===== config.mk =====
export PLATFORM = sky130hd
export DESIGN_NAME = my_nios2_system_cpu_oci_dct_packer
export DESIGN_NICKNAME = d
export VERILOG_FILES = /design/src/rtl/my_nios2_system_cpu_oci_dct_packer.sv
export SDC_FILE = /design/constraint.sdc
export NUM_CORES = 1
export LEC_CHECK = 0
export ABC_AREA = 1
export ABC_CLOCK_PERIOD_IN_PS = 3300
export CORE_MARGIN = 2
export CORE_UTILIZATION = 45
export CTS_CLUSTER_SIZE = 8
export DETAILED_ROUTE_END_ITERATION = 12
export DONT_BUFFER_PORTS = 1
export PLACE_DENSITY = 0.66
export SLEW_MARGIN = 20
export SYNTH_ARGS = -nofsm -noshare
export SYNTH_HDL_FRONTEND = slang
export SYNTH_SLANG_ARGS = --single-unit

===== constraint.sdc =====
create_clock -name clk -period 3.3 [get_ports clk]
set_clock_uncertainty 0.2 [all_clocks]
set_input_delay 0.495 -clock clk [delete_from_list [all_inputs] [get_ports clk]]
set_output_delay 0.495 -clock clk [all_outputs]
set_load 0.05 [all_outputs]

===== src/rtl/my_nios2_system_cpu_oci_dct_packer.sv =====
// Packs 2-bit direct-branch trace codes into 15-entry DCT frames and hands
// completed frames to the trace output path through a valid/ready slot.
module my_nios2_system_cpu_oci_dct_packer (
  input  logic        clk,
  input  logic        reset,
  input  logic        trace_enable,
  input  logic        code_valid,
  input  logic [1:0]  code,
  input  logic        flush,
  input  logic        overflow_clr,
  input  logic        frame_ready,
  output logic [29:0] dct_buffer,
  output logic [3:0]  dct_count,
  output logic        frame_valid,
  output logic [29:0] frame_data,
  output logic [3:0]  frame_count,
  output logic        overflow
);

  // state | meaning
  // EMPTY | no codes buffered
  // ACCUM | 1..14 codes buffered, accepting
  // HELD  | frame frozen (full or flush pending), waiting for a free slot
  typedef enum logic [1:0] {EMPTY, ACCUM, HELD} state_t;

  state_t      state, state_n;
  logic [29:0] buf_n, fd_n, nb;
  logic [3:0]  cnt_n, fc_n, nc;
  logic        fv_n, accept, sf, emit, drop;

  assign accept = code_valid & trace_enable;
  assign nb     = {dct_buffer[27:0], code};
  assign nc     = dct_count + 4'd1;
  assign sf     = ~frame_valid | frame_ready;

  always_comb begin
    state_n = state;
    buf_n   = dct_buffer;
    cnt_n   = dct_count;
    fv_n    = frame_valid & ~frame_ready;
    fd_n    = frame_data;
    fc_n    = frame_count;
    drop    = 1'b0;
    emit    = 1'b0;
    case (state)
      EMPTY, ACCUM: begin
        emit = (accept && nc == 4'd15) || (flush && (dct_count != 4'd0 || accept));
        if (emit) begin
          if (sf) begin
            fv_n    = 1'b1;
            fd_n    = accept ? nb : dct_buffer;
            fc_n    = accept ? nc : dct_count;
            buf_n   = '0;
            cnt_n   = '0;
            state_n = EMPTY;
          end else begin
            if (accept) begin
              buf_n = nb;
              cnt_n = nc;
            end
            state_n = HELD;
          end
        end else if (accept) begin
          buf_n   = nb;
          cnt_n   = nc;
          state_n = ACCUM;
        end
      end
      HELD: begin
        if (sf) begin
          fv_n = 1'b1;
          fd_n = dct_buffer;
          fc_n = dct_count;
          // a code arriving on the release cycle starts the next frame
          if (accept) begin
            buf_n   = {28'd0, code};
            cnt_n   = 4'd1;
            state_n = ACCUM;
          end else begin
            buf_n   = '0;
            cnt_n   = '0;
            state_n = EMPTY;
          end
        end else if (accept) begin
          drop = 1'b1;
        end
      end
      default: state_n = EMPTY;
    endcase
  end

  always_ff @(posedge clk or posedge reset) begin
    if (reset) begin
      state       <= EMPTY;
      dct_buffer  <= '0;
      dct_count   <= '0;
      frame_valid <= 1'b0;
      frame_data  <= '0;
      frame_count <= '0;
      overflow    <= 1'b0;
    end else begin
      state       <= state_n;
      dct_buffer  <= buf_n;
      dct_count   <= cnt_n;
      frame_valid <= fv_n;
      frame_data  <= fd_n;
      frame_count <= fc_n;
      if (drop)
        overflow <= 1'b1;
      else if (overflow_clr)
        overflow <= 1'b0;
    end
  end

endmodule

======== Yosys cells after proc, flatten, opt, wreduce, memory -nomap -nowiden ========
Cells that the tools add are included.
operators by class
  muxes and demuxes ....................... 34
  bitwise operators ....................... 5
  add/sub/neg operators ................... 1
  equal/unequal tests ..................... 7
  reductions and logical operators ........ 12
operators with widths
  cell                                                             number
  30-bit two-way mux                                               7
  30-bit one-hot mux with 2 select lines                           2
  4-bit two-way mux                                                7
  4-bit one-hot mux with 2 select lines                            2
  2-bit two-way mux                                                5
  1-bit two-way mux                                                9
  2-bit inequality test, second input constant                     3
  4-bit by 1-bit adder with 4-bit output, second input constant    1
  4-bit == test, second input constant                             1
  2-bit one-hot mux with 2 select lines                            1
  2-bit AND reduction                                              2
  4-bit AND reduction                                              1
  2-bit nonzero test                                               2
  4-bit nonzero test                                               1
  3-bit inequality test, second input constant                     1
  1-bit bitwise AND                                                2
  2-bit by 1-bit == test with 1-bit output, second input constant  1
  2-bit == test, second input constant                             1
  1-bit logical AND                                                2
  2-bit logical NOT                                                1
  1-bit logical OR                                                 2
  1-bit NOT                                                        2
  1-bit one-hot mux with 2 select lines                            1
  2-bit OR reduction                                               1
  1-bit bitwise OR                                                 1
storage, ports and cells
  flip-flop bits (word level) ............. 72
  input bits .............................. 9
  logic and storage cells ................. 66
  output and inout bits ................... 70

======== Depth between registers and ports, before layout ========
Gate-level depths: netlist of run 1.
  depth after elaboration ................. 6
  gate-level depth with buffers ........... 11

======== Least setup slack after synthesis of run 1 ========
Ideal clock, no wire load.
  path type ............................... register -> register
  from .................................... reg dct_count[0]
  to ...................................... reg frame_data[20]
  buffers on the path ..................... 1
  slack ................................... 1217 ps
  data required time ...................... 2981 ps
  stages on the path, launching flop included .. 12
  arrival time ............................ 1764 ps
  cell sequence ........................... dfrtp_1 -> ha_1 -> inv_1 -> nand2_1 -> nand2_2 -> nor2_4 -> nand3_4 -> nand3_4 -> nand3_4 -> buf_6 -> nand2_1 -> nand2_1
on the way
  cells in the longest elaborated chain, start to end .. 6
RTL lines
  element                                                                       RTL line  source
  start: declaration                                                            13        output logic [3:0] dct_count,
  start signal: assignment                                                      104       dct_count <= cnt_n;
  4-bit by 1-bit adder with 4-bit output or 4-bit nonzero test (tied branches)  33, 47
  4-bit == test or 1-bit logical OR (tied branches)                             47        emit = (accept && nc == 4'd15) || (flush && (dct_count != 4'd0 || accept));
  1-bit logical AND                                                             47
  1-bit logical OR *                                                            47
  2-bit inequality test (no line) *                                             n/a
  4-bit AND reduction (no line) *                                               n/a
  end signal: assignment                                                        106       frame_data <= fd_n;
  end: declaration                                                              15        output logic [29:0] frame_data,
Mark *: on every way between the ends. The rest lies on a longest branch, timed or not.
A chain may end at the register's enable or synchronous reset.

======== Worst setup path after layout of run 1 ========
  from .................................... reg frame_valid
  to ...................................... reg dct_buffer[0]
on the way
  cells in the longest elaborated chain, start to end .. 5
RTL lines
  element                                 RTL line  source
  start: declaration                      14        output logic frame_valid,
  start signal: assignment                105       frame_valid <= fv_n;
  1-bit NOT *                             34        assign sf = ~frame_valid | frame_ready;
  1-bit bitwise OR *                      34
  30-bit two-way mux                      49        if (sf) begin
  30-bit two-way mux                      48        if (emit) begin
  30-bit one-hot mux with 2 select lines  45        case (state)
  end signal: assignment                  103       dct_buffer <= buf_n;
  end: declaration                        12        output logic [29:0] dct_buffer,
Marks and branches as above.

==> qor.csv, run 1 <==
stage;metric;value;unit
outcome;outcome;completed;
detailed_routing;drt wl/cell;16.6;um
sta;hold_ws;0.0401;ns
clocking;clock-pin slew on the worst setup and hold paths;0.08;ns
synthesis;post-synth net total;519;
floorplanning;initial core utilization;0.470;
synthesis;post-synth top area cell;dfrtp_1;
critical_path;reg-to-reg endpoint;dct_buffer[0];
synthesis;syn_area_per_cell;7.69;um2
clocking;cts bufs inserted;9;
synthesis;number of synthesized register bits;72;
global_routing;total track usage;0.219;
sta;fin. max-slew vios;0;
power_and_ir_drop;Leakage Power;0.00206;uW
sta;Max Freq;386;MHz
global_routing;vias in the first global route;3228;
synthesis;Cells after Synth;507;
detailed_routing;Via-to-Cell Ratio;5.63;
power_and_ir_drop;Power per Cell Area;1230;nW/um2
detailed_routing;via count;3386;
clocking;CTS tree;built;
layout;Ant. Diodes;0;
global_routing;antenna violations before repair;0;
layout;final core utilization;0.497;
layout;final net count;503;
synthesis;Synth Cell Area;3900;um2
sta;Slew HR;0.369;
critical_path;crit end category;register;
floorplanning;Die ar.;9420;um2
sta;PnR worst setup slack;0.706;ns
sta;RSZ-0062 raised after global routing;false;
global_routing;first-pass GRT wire length;16700;um
min_path;worst min path class;in -> reg;
detailed_routing;DRC Markers;0;
detailed_routing;post-route ant nets;0;
placement;cell total after placement;584;
floorplanning;Die Wd;97.1;um
sta;endpoints failing setup;0;
min_path;Worst Hold End;overflow;
critical_path;Reg-to-Reg Start;frame_valid;
synthesis;Cell variety after synth;22;
layout;commonest cells after routing, fill and taps aside;nand2_1 (153), dfrtp_1 (72), o21ai_1 (61), inv_1 (40), nand4_1 (36);
sta;Slew @ Worst Pin;0.946;ns
placement;Detailed Place HPWL;6230;um
job;Max Cap Viol;0;
synthesis;register area share after synthesis;0.462;
synthesis;synth top area cells;dfrtp_1 (46%), nand2_1 (15%), o21ai_1 (7.8%), nand4_1 (5.8%), o211ai_1 (4.0%);
floorplanning;Rows;33;
critical_path;CP Class;reg -> reg;
global_routing;global route total overflow;0;
detailed_routing;Pre-Repair DR Iteration Count;4;
layout;commonest non-fill, non-tap cell in the layout;nand2_1;
clocking;Clk Latency, worst-skew pair;0.35;ns
sta;Hold Vio Cnt, Final;0;
clocking;clock root buffer;clkbuf_8;
placement;RePlAce Congestion;0.786;
floorplanning;Die Y-Extent;97.1;um
global_routing;largest net degree at the start of global routing;58;
sta;period utilization;0.786;
power_and_ir_drop;peak supply drop;0.447;mV
clocking;CTS H-tree depth;3;
synthesis;Syn. warnings;0;
layout;share of layout cells above drive strength 1;0.0827;
critical_path;r2r setup slk;0.71;ns
min_path;worst hold start;overflow_clr;
layout;Synth-to-Final Area Change;5.87;%
critical_path;CP Launch Type;register;
sta;Fin Setup TNS;0;ns
placement;Post-Place Worst Slack;0.685;ns
critical_path;Crit path required time;3.37;ns
clocking;clock sink total;72;
sta;Period minus WS final;2.59;ns
clocking;Post-CTS Setup Repair Bufs;0;
synthesis;post-synth top area share;0.462;
detailed_routing;routed wire length;9980;um
clocking;clk buf depth;2;
layout;final non-filler cell total;601;
critical_path;critical path arrival;2.66;ns
detailed_routing;Iteration-0 DRC Markers;301;
critical_path;Max FO, Critical Path;37;
min_path;Hold Path Cell Cnt;1;
placement;PortBufs;0;
critical_path;R2R cell count;6;
floorplanning;IO Pins;79;
floorplanning;Core Region;8300;um2
## flip-flops by register name, indices dropped and copies added, names as in the netlist
signal,flops
frame_count,4
overflow,1
frame_valid,1
dct_buffer,30
dct_count,4
state,2
frame_data,30
## critical path, stage by stage (launching register included)
cell and delay, ns:
dfrtp_1 0.65, inv_1 0.08, nor2_1 0.28, inv_2 0.36
nand2_2 0.67, nand2_1 0.11, a21oi_1 0.16
## per-layer routing
| metal | vias up | GRT usage | share of wire |
|---|---|---|---|
| met4 | 0 | 0.0748 | 0.010 |
| met1 | 1606 | 0.290 | 0.44 |
| met5 | - | 0 | 0 |
| met2 | 123 | 0.338 | 0.46 |
| met3 | 10 | 0.0734 | 0.092 |
| li1 | 1647 | - | - |
## power by group
part           internal [uW]  total, uW  switching [uW]
Clock                    488        832             344
Sequential              1210       2680            1470
Combinational            476       1550            1070
## cell families (layout without fill, tap and decap cells)
| family | after synthesis | after routing | share of synthesized area |
|---|---|---|---|
| AOI/OAI and AO/OA | 111 | 111 | 0.158 |
| adders and majority gates | 3 | 3 | 0.00963 |
| buffers and inverters | 82 | 71 | 0.0979 |
| DFF | 72 | 72 | 0.462 |
| and+or+nand+nor | 239 | 239 | 0.272 |
## synth_stat cells
cell type  number
a21oi_1        12
a31oi_1         2
buf_2          17
buf_4           6
buf_6           4
clkbuf_1        8
dfrtp_1        72
ha_1            3
inv_1          41
inv_2           6
nand2_1       153
nand2_2         5
nand3_1         5
nand3_4         3
nand4_1        36
nor2_1         35
nor2_4          2
o211ai_1       21
o21ai_0        13
o21ai_1        61
o21ai_2         1
o22ai_1         1
## area by class of cell
cell class / count / area (um2)
fill: 809 / 4170
sequential: 72 / 1800
multi-input combinational: 353 / 1720
inverter: 47 / 176
clock buffer: 12 / 165
tap: 105 / 131
clock inverter: 4 / 75.1
timing repair buffer: 8 / 62.6
## what timing repair did
item	4_1_cts	5_1_grt
hold buffers	1	0
resized for setup	0	0
hold endpoints to repair	17	0
## per-stage QoR
stage / power (uW) / instance area (um2)
2_1_floorplan: 3920 / 3900
3_3_place_gp: 4200 / 3880
3_5_place_dp: 4240 / 3880
4_1_cts: 5090 / 4130
5_1_grt: 5400 / 4130
6_report: 5060 / 4130
## how the worst max path moves through the flow
stage                 startpoint              to  cells past startpoint
finish               frame_valid   dct_buffer[0]                      6
global route        dct_count[2]  frame_count[2]                      9
CTS                  frame_valid   dct_buffer[0]                      6
detailed placement    code_valid  frame_count[1]                      7
global placement     frame_valid   dct_buffer[1]                      6
floorplan                  reset   dct_buffer[0]                      1
(Power assumes the default switching activity.)
==> run 2: changes to the inputs <==
--- a/config.mk
+++ b/config.mk
@@ -6,7 +6,7 @@
 export NUM_CORES = 1
 export LEC_CHECK = 0
 export ABC_AREA = 1
-export ABC_CLOCK_PERIOD_IN_PS = 3300
+export ABC_CLOCK_PERIOD_IN_PS = 2500
 export CORE_MARGIN = 2
 export CORE_UTILIZATION = 45
 export CTS_CLUSTER_SIZE = 8
==> constraint.sdc (replaced) <==
create_clock -name clk -period 2.5 [get_ports clk]
set_clock_uncertainty 0.2 [all_clocks]
set_input_delay 0.375 -clock clk [delete_from_list [all_inputs] [get_ports clk]]
set_output_delay 0.375 -clock clk [all_outputs]
set_load 0.05 [all_outputs]
==> run 2 against run 1 <==
Flip-flop and latch count unchanged. Combinational power increased by 51%. Design area increased by 1.6%. Core utilization increased by 0.78 points. Sequential share of layout area decreased by 0.68 points. Global-route usage increased by 0.053 points. Clock power increased by 7.2%. Setup slack got worse by 0.51 ns. Non-clock buffer count increased by 13. Sequential power increased by 26%. Critical path depth increased by 2. Highest routed layer unchanged.
==> qor.csv, run 2 (same netlist as run 1, synthesis figures left out) <==
stage;metric;value;unit;change
layout;final net count;516;;+2.6%
power_and_ir_drop;Sequential Power Share;0.511;;-0.019
critical_path;critical path arrival;2.37;ns;-0.29 ns
floorplanning;Die Wd;97.1;um;unchanged
layout;commonest cells after routing, fill and taps aside;nand2_1 (153), dfrtp_1 (72), o21ai_1 (61), inv_1 (40), nand4_1 (36);;
power_and_ir_drop;peak supply drop;0.628;mV;+40%
clocking;clock-pin slew on the worst setup and hold paths;0.07;ns;about the same
global_routing;global route total overflow;0;;unchanged
critical_path;Crit path required time;2.57;ns;-0.80 ns
critical_path;Max FO, Critical Path;34;;-8.1%
layout;multi-input combinational cell area;1720;um2;unchanged
detailed_routing;drt wl/cell;16.3;um;-2.1%
sta;Hold Vio Cnt, Final;0;;unchanged
critical_path;CP Class;reg -> reg;;
placement;PortBufs;0;;unchanged
layout;Synth-to-Final Area Change;7.54;%;
placement;Detailed Place HPWL;6420;um;+3.1%
critical_path;crit end category;register;;
floorplanning;Rows;33;;unchanged
power_and_ir_drop;Power per Cell Area;1570;nW/um2;+28%
detailed_routing;via count;3437;;+1.5%
global_routing;largest net degree at the start of global routing;73;;+26%
clocking;cts bufs inserted;9;;unchanged
critical_path;CP Launch Type;register;;
power_and_ir_drop;Leakage Power;0.00211;uW;+2.5%
power_and_ir_drop;Gate power share;0.354;;+0.048
sta;fin. max-slew vios;0;;unchanged
power_and_ir_drop;sw frac;0.578;;+0.00728
clocking;CTS H-tree depth;3;;unchanged
clocking;CTS tree;built;;
detailed_routing;routed wire length;9980;um;about the same
global_routing;vias in the first global route;3278;;+1.5%
global_routing;total track usage;0.219;;+0.000532
detailed_routing;Pre-Repair DR Iteration Count;5;;+1
clocking;post-CTS sizing;0;;unchanged
sta;hold_ws;0.0434;ns;+0.00328 ns
layout;commonest non-fill, non-tap cell in the layout;nand2_1;;
sta;Max Freq;435;MHz;+13%
detailed_routing;post-route ant nets;0;;unchanged
layout;biggest registers after layout;dct_buffer x30, frame_data x30;;
floorplanning;Die Y-Extent;97.1;um;unchanged
min_path;worst min path class;in -> reg;;
floorplanning;Die ar.;9420;um2;unchanged
floorplanning;initial core utilization;0.470;;unchanged
clocking;Clk Latency, worst-skew pair;0.35;ns;about the same
detailed_routing;Iteration-0 DRC Markers;255;;-15%
outcome;outcome;completed;;
placement;RePlAce Congestion;0.861;;+9.6%
floorplanning;IO Pins;79;;unchanged
layout;share of layout cells above drive strength 1;0.0982;;+0.0156
layout;Register Area;1800;um2;unchanged
power_and_ir_drop;clock share of power;0.135;;-0.030
global_routing;antenna violations before repair;0;;unchanged
detailed_routing;DRC Markers;0;;unchanged
power_and_ir_drop;Power Internal;2790;uW;+28%
clocking;clk buf depth;2;;unchanged
sta;Period minus WS final;2.30;ns;-0.294 ns
clocking;clock sink total;72;;unchanged
sta;endpoints failing setup;0;;unchanged
clocking;clock root buffer;clkbuf_8;;
global_routing;first-pass GRT wire length;16800;um;+0.17%
sta;Slew HR;0.540;;+0.172
power_and_ir_drop;P_sw;3810;uW;+32%
job;Max Cap Viol;0;;unchanged
floorplanning;Core Region;8300;um2;unchanged
sta;RSZ-0062 raised after global routing;false;;
layout;Ant. Diodes;0;;unchanged
sta;period utilization;0.920;;+0.134
detailed_routing;Via-to-Cell Ratio;5.60;;-0.64%
sta;Fin Setup TNS;0;ns;unchanged
layout;Fillers;787;;-2.7%
sta;Slew @ Worst Pin;0.687;ns;-0.258 ns
[run 2: cell types whose count changed in the layout (fill, tap and decap cells not counted), sizes merged]
cell         change
bufinv           -1
clkinvlp         -2
clkinv           +3
dlygate4sd3      +1
buf             +12
[run 2: worst max-delay path: stages, from the launching register on]
cell and delay [ns]:
dfrtp_1 0.47, inv_1 0.16, ha_1 0.16, nand2_1 0.07, o21ai_2 0.24, nand2_1 0.13, nand2_2 0.52, nand2_1 0.10
a21oi_1 0.15
[run 2: layout make-up]
cell class / instances / share of cell area
clock inverters: 4 / 0.0107
flip-flops and latches: 72 / 0.430
repair buffers: 21 / 0.0448
inverters: 47 / 0.0421
well taps: 105 / 0.0313
clock buffers: 12 / 0.0322
multi-input cells: 353 / 0.409
[run 2: through the flow]
step / area (um2) / power [uW] / std cells / util / worst slack (ns)
2_1_floorplan: 3900 / 5180 / 507 / - / 0.100
3_3_place_gp: 3990 / 5670 / 596 / 0.481 / 0.324
3_5_place_dp: 3990 / 5730 / 596 / 0.481 / 0.242
4_1_cts: 4190 / 6640 / 614 / 0.505 / 0.212
5_1_grt: 4190 / 7060 / 614 / 0.505 / 0.0512
6_report: 4190 / 6600 / 614 / 0.505 / 0.200
[run 2: worst paths after layout]
check	slack [ns]	end	start	cells past startpoint
hold reg to reg	0.35	state[0]	state[0]	2
min in group asynchronous	0.37	frame_data[6]	reset	3
hold / removal	0.04	dct_buffer[1]	code[1]	2
max in group asynchronous	1.43	state[1]	reset	3
setup / recovery	0.20	dct_count[0]	dct_count[1]	8
setup reg to reg	0.20	dct_count[0]	dct_count[1]	8
[run 2: per-layer routing]
metal	share of wire	global-route usage	routed length [um]	up-vias
met5	0	0	0	-
met4	0.015	0.0813	149	0
met3	0.083	0.0827	833	12
met2	0.46	0.332	4560	118
met1	0.44	0.288	4440	1625
li1	-	-	-	1682
[run 2: power by group through the flow]
| stage | clock network, uW | logic [uW] | registers, uW |
|---|---|---|---|
| floorplan | 0 | 1710 | 3470 |
| global placement | 0 | 2280 | 3390 |
| detailed placement | 0 | 2330 | 3400 |
| CTS | 916 | 2340 | 3380 |
| global route | 959 | 2670 | 3430 |
| finish | 892 | 2340 | 3370 |
[run 2: repair_timing]
item	CTS	global route
endpoints found under the hold margin	73	0
setup buffers	0	0
hold buffers	2	0
==> run 3: changes to the inputs <==
--- a/config.mk
+++ b/config.mk
@@ -12,6 +12,7 @@
 export CTS_CLUSTER_SIZE = 8
 export DETAILED_ROUTE_END_ITERATION = 12
 export DONT_BUFFER_PORTS = 1
+export MAX_ROUTING_LAYER = met4
 export PLACE_DENSITY = 0.66
 export SLEW_MARGIN = 20
 export SYNTH_ARGS = -nofsm -noshare
==> run 3 against run 2 <==
Via count increased by 0.29%. Die area stayed put. Cell count unchanged. Sequential share of layout area did not move. Global-route usage rose by 0.63 points. Largest cell class unchanged. First-iteration DRC count grew 22%. Design area unchanged.
==> qor.csv, run 3 (same netlist as run 1, synthesis figures left out) <==
stage;metric;value;unit;change
clocking;Clk Latency, worst-skew pair;0.35;ns;about the same
clocking;clock sink total;72;;unchanged
critical_path;Max FO, Critical Path;34;;unchanged
layout;biggest registers after layout;dct_buffer x30, frame_data x30;;
layout;commonest cells after routing, fill and taps aside;nand2_1 (153), dfrtp_1 (72), o21ai_1 (61), inv_1 (40), nand4_1 (36);;
power_and_ir_drop;Power per Cell Area;1570;nW/um2;about the same
sta;fin. max-slew vios;0;;unchanged
floorplanning;Die Wd;97.1;um;unchanged
clocking;CTS tree;built;;
layout;share of layout cells above drive strength 1;0.0982;;unchanged
detailed_routing;Via-to-Cell Ratio;5.61;;+0.29%
power_and_ir_drop;peak supply drop;0.629;mV;+0.28%
global_routing;first-pass GRT wire length;16800;um;unchanged
sta;Slew HR;0.532;;-0.00840
floorplanning;initial core utilization;0.470;;unchanged
sta;Max Freq;435;MHz;about the same
floorplanning;Die Y-Extent;97.1;um;unchanged
clocking;Post-CTS Setup Repair Bufs;0;;unchanged
clocking;post-CTS sizing;0;;unchanged
placement;RePlAce Congestion;0.875;;+1.6%
outcome;outcome;completed;;
sta;Hold Vio Cnt, Final;0;;unchanged
sta;endpoints failing setup;0;;unchanged
sta;Period minus WS final;2.30;ns;+0.000364 ns
layout;Synth-to-Final Area Change;7.54;%;unchanged
critical_path;crit end category;register;;
layout;final core utilization;0.505;;unchanged
sta;period utilization;0.920;;about the same
layout;commonest non-fill, non-tap cell in the layout;nand2_1;;
critical_path;CP Class;reg -> reg;;
placement;Detailed Place HPWL;6420;um;unchanged
critical_path;CP Launch Type;register;;
floorplanning;IO Pins;79;;unchanged
detailed_routing;routed wire length;10000;um;+0.36%
critical_path;critical path arrival;2.37;ns;about the same
detailed_routing;Pre-Repair DR Iteration Count;5;;unchanged
job;Max Cap Viol;0;;unchanged
global_routing;total track usage;0.226;;+0.00630
detailed_routing;DRC Markers;0;;unchanged
detailed_routing;Iteration-0 DRC Markers;310;;+22%
detailed_routing;via count;3447;;+0.29%
detailed_routing;post-route ant nets;0;;unchanged
clocking;CTS H-tree depth;3;;unchanged
global_routing;largest net degree at the start of global routing;73;;unchanged
floorplanning;Core Region;8300;um2;unchanged
critical_path;Crit path required time;2.57;ns;about the same
detailed_routing;drt wl/cell;16.3;um;+0.36%
layout;multi-input combinational cell area;1720;um2;unchanged
global_routing;antenna violations before repair;0;;unchanged
placement;PortBufs;0;;unchanged
sta;Slew @ Worst Pin;0.700;ns;+0.0126 ns
layout;Fillers;787;;unchanged
min_path;worst min path class;in -> reg;;
critical_path;r2r setup slk;0.20;ns;about the same
clocking;cts bufs inserted;9;;unchanged
sta;RSZ-0062 raised after global routing;false;;
floorplanning;Die ar.;9420;um2;unchanged
layout;final net count;516;;unchanged
clocking;clock root buffer;clkbuf_8;;
power_and_ir_drop;Leakage Power;0.00211;uW;unchanged
global_routing;global route total overflow;0;;unchanged
sta;Fin Setup TNS;0;ns;unchanged
layout;Ant. Diodes;0;;unchanged
clocking;clock-pin slew on the worst setup and hold paths;0.07;ns;about the same
floorplanning;Rows;33;;unchanged
global_routing;vias in the first global route;3271;;-0.21%
clocking;clk buf depth;2;;unchanged
layout;Register Area;1800;um2;unchanged
run 3: final timing paths:
check | from | end | cells past startpoint
max | dct_count[1] | dct_count[0] | 8
min | code[1] | dct_buffer[1] | 2
max reg2reg | dct_count[1] | dct_count[0] | 8
min reg2reg | state[0] | state[0] | 2
max in group asynchronous | reset | state[1] | 3
min in group asynchronous | reset | frame_data[6] | 3
run 3: routing by layer:
metal | part of all wire | track usage | vias up
met2 | 0.45 | 0.332 | 133
met3 | 0.091 | 0.0799 | 15
met1 | 0.44 | 0.289 | 1619
met5 | 0 | - | -
li1 | - | - | 1680
met4 | 0.017 | 0.0813 | 0
run 3: through the flow:
| stage | instance area, um2 | total power, uW | hold slack [ns] | std cells | setup WS (ns) |
|---|---|---|---|---|---|
| floorplan | 3900 | 5180 | 0.274 | 507 | 0.100 |
| global placement | 3990 | 5670 | 0.179 | 596 | 0.324 |
| detailed placement | 3990 | 5730 | 0.182 | 596 | 0.242 |
| CTS | 4190 | 6640 | 0.0231 | 614 | 0.212 |
| global route | 4190 | 7060 | 0.0453 | 614 | 0.0422 |
| finish | 4190 | 6600 | 0.0493 | 614 | 0.200 |
run 3: repair_timing:
item / 4_1_cts / 5_1_grt
hold buffers: 2 / 0
endpoints found under the hold margin: 73 / 0
endpoints found under the setup margin: 0 / 0
run 3: worst max-delay path: stages, from the launching register on:
cell and delay (ns):
dfrtp_1 0.47, inv_1 0.16, ha_1 0.16, nand2_1 0.07, o21ai_2 0.24, nand2_1 0.12, nand2_2 0.54, nand2_1 0.10
a21oi_1 0.15
run 3: report_power, final:
group          leakage (uW)  internal [uW]  total, uW  switching [uW]
Clock             0.0000941            457        889             432
Combinational       0.00109            729       2340            1610
Sequential         0.000927           1600       3370            1770
Total               0.00211           2790       6600            3810
run 3: area by class of cell:
cell class	instances	area share
Clock buffer	12	0.0322
Clock inverter	4	0.0107
Inverter	47	0.0421
Multi-Input combinational cell	353	0.409
Sequential cell	72	0.430
Tap cell	105	0.0313
Timing Repair Buffer	21	0.0448
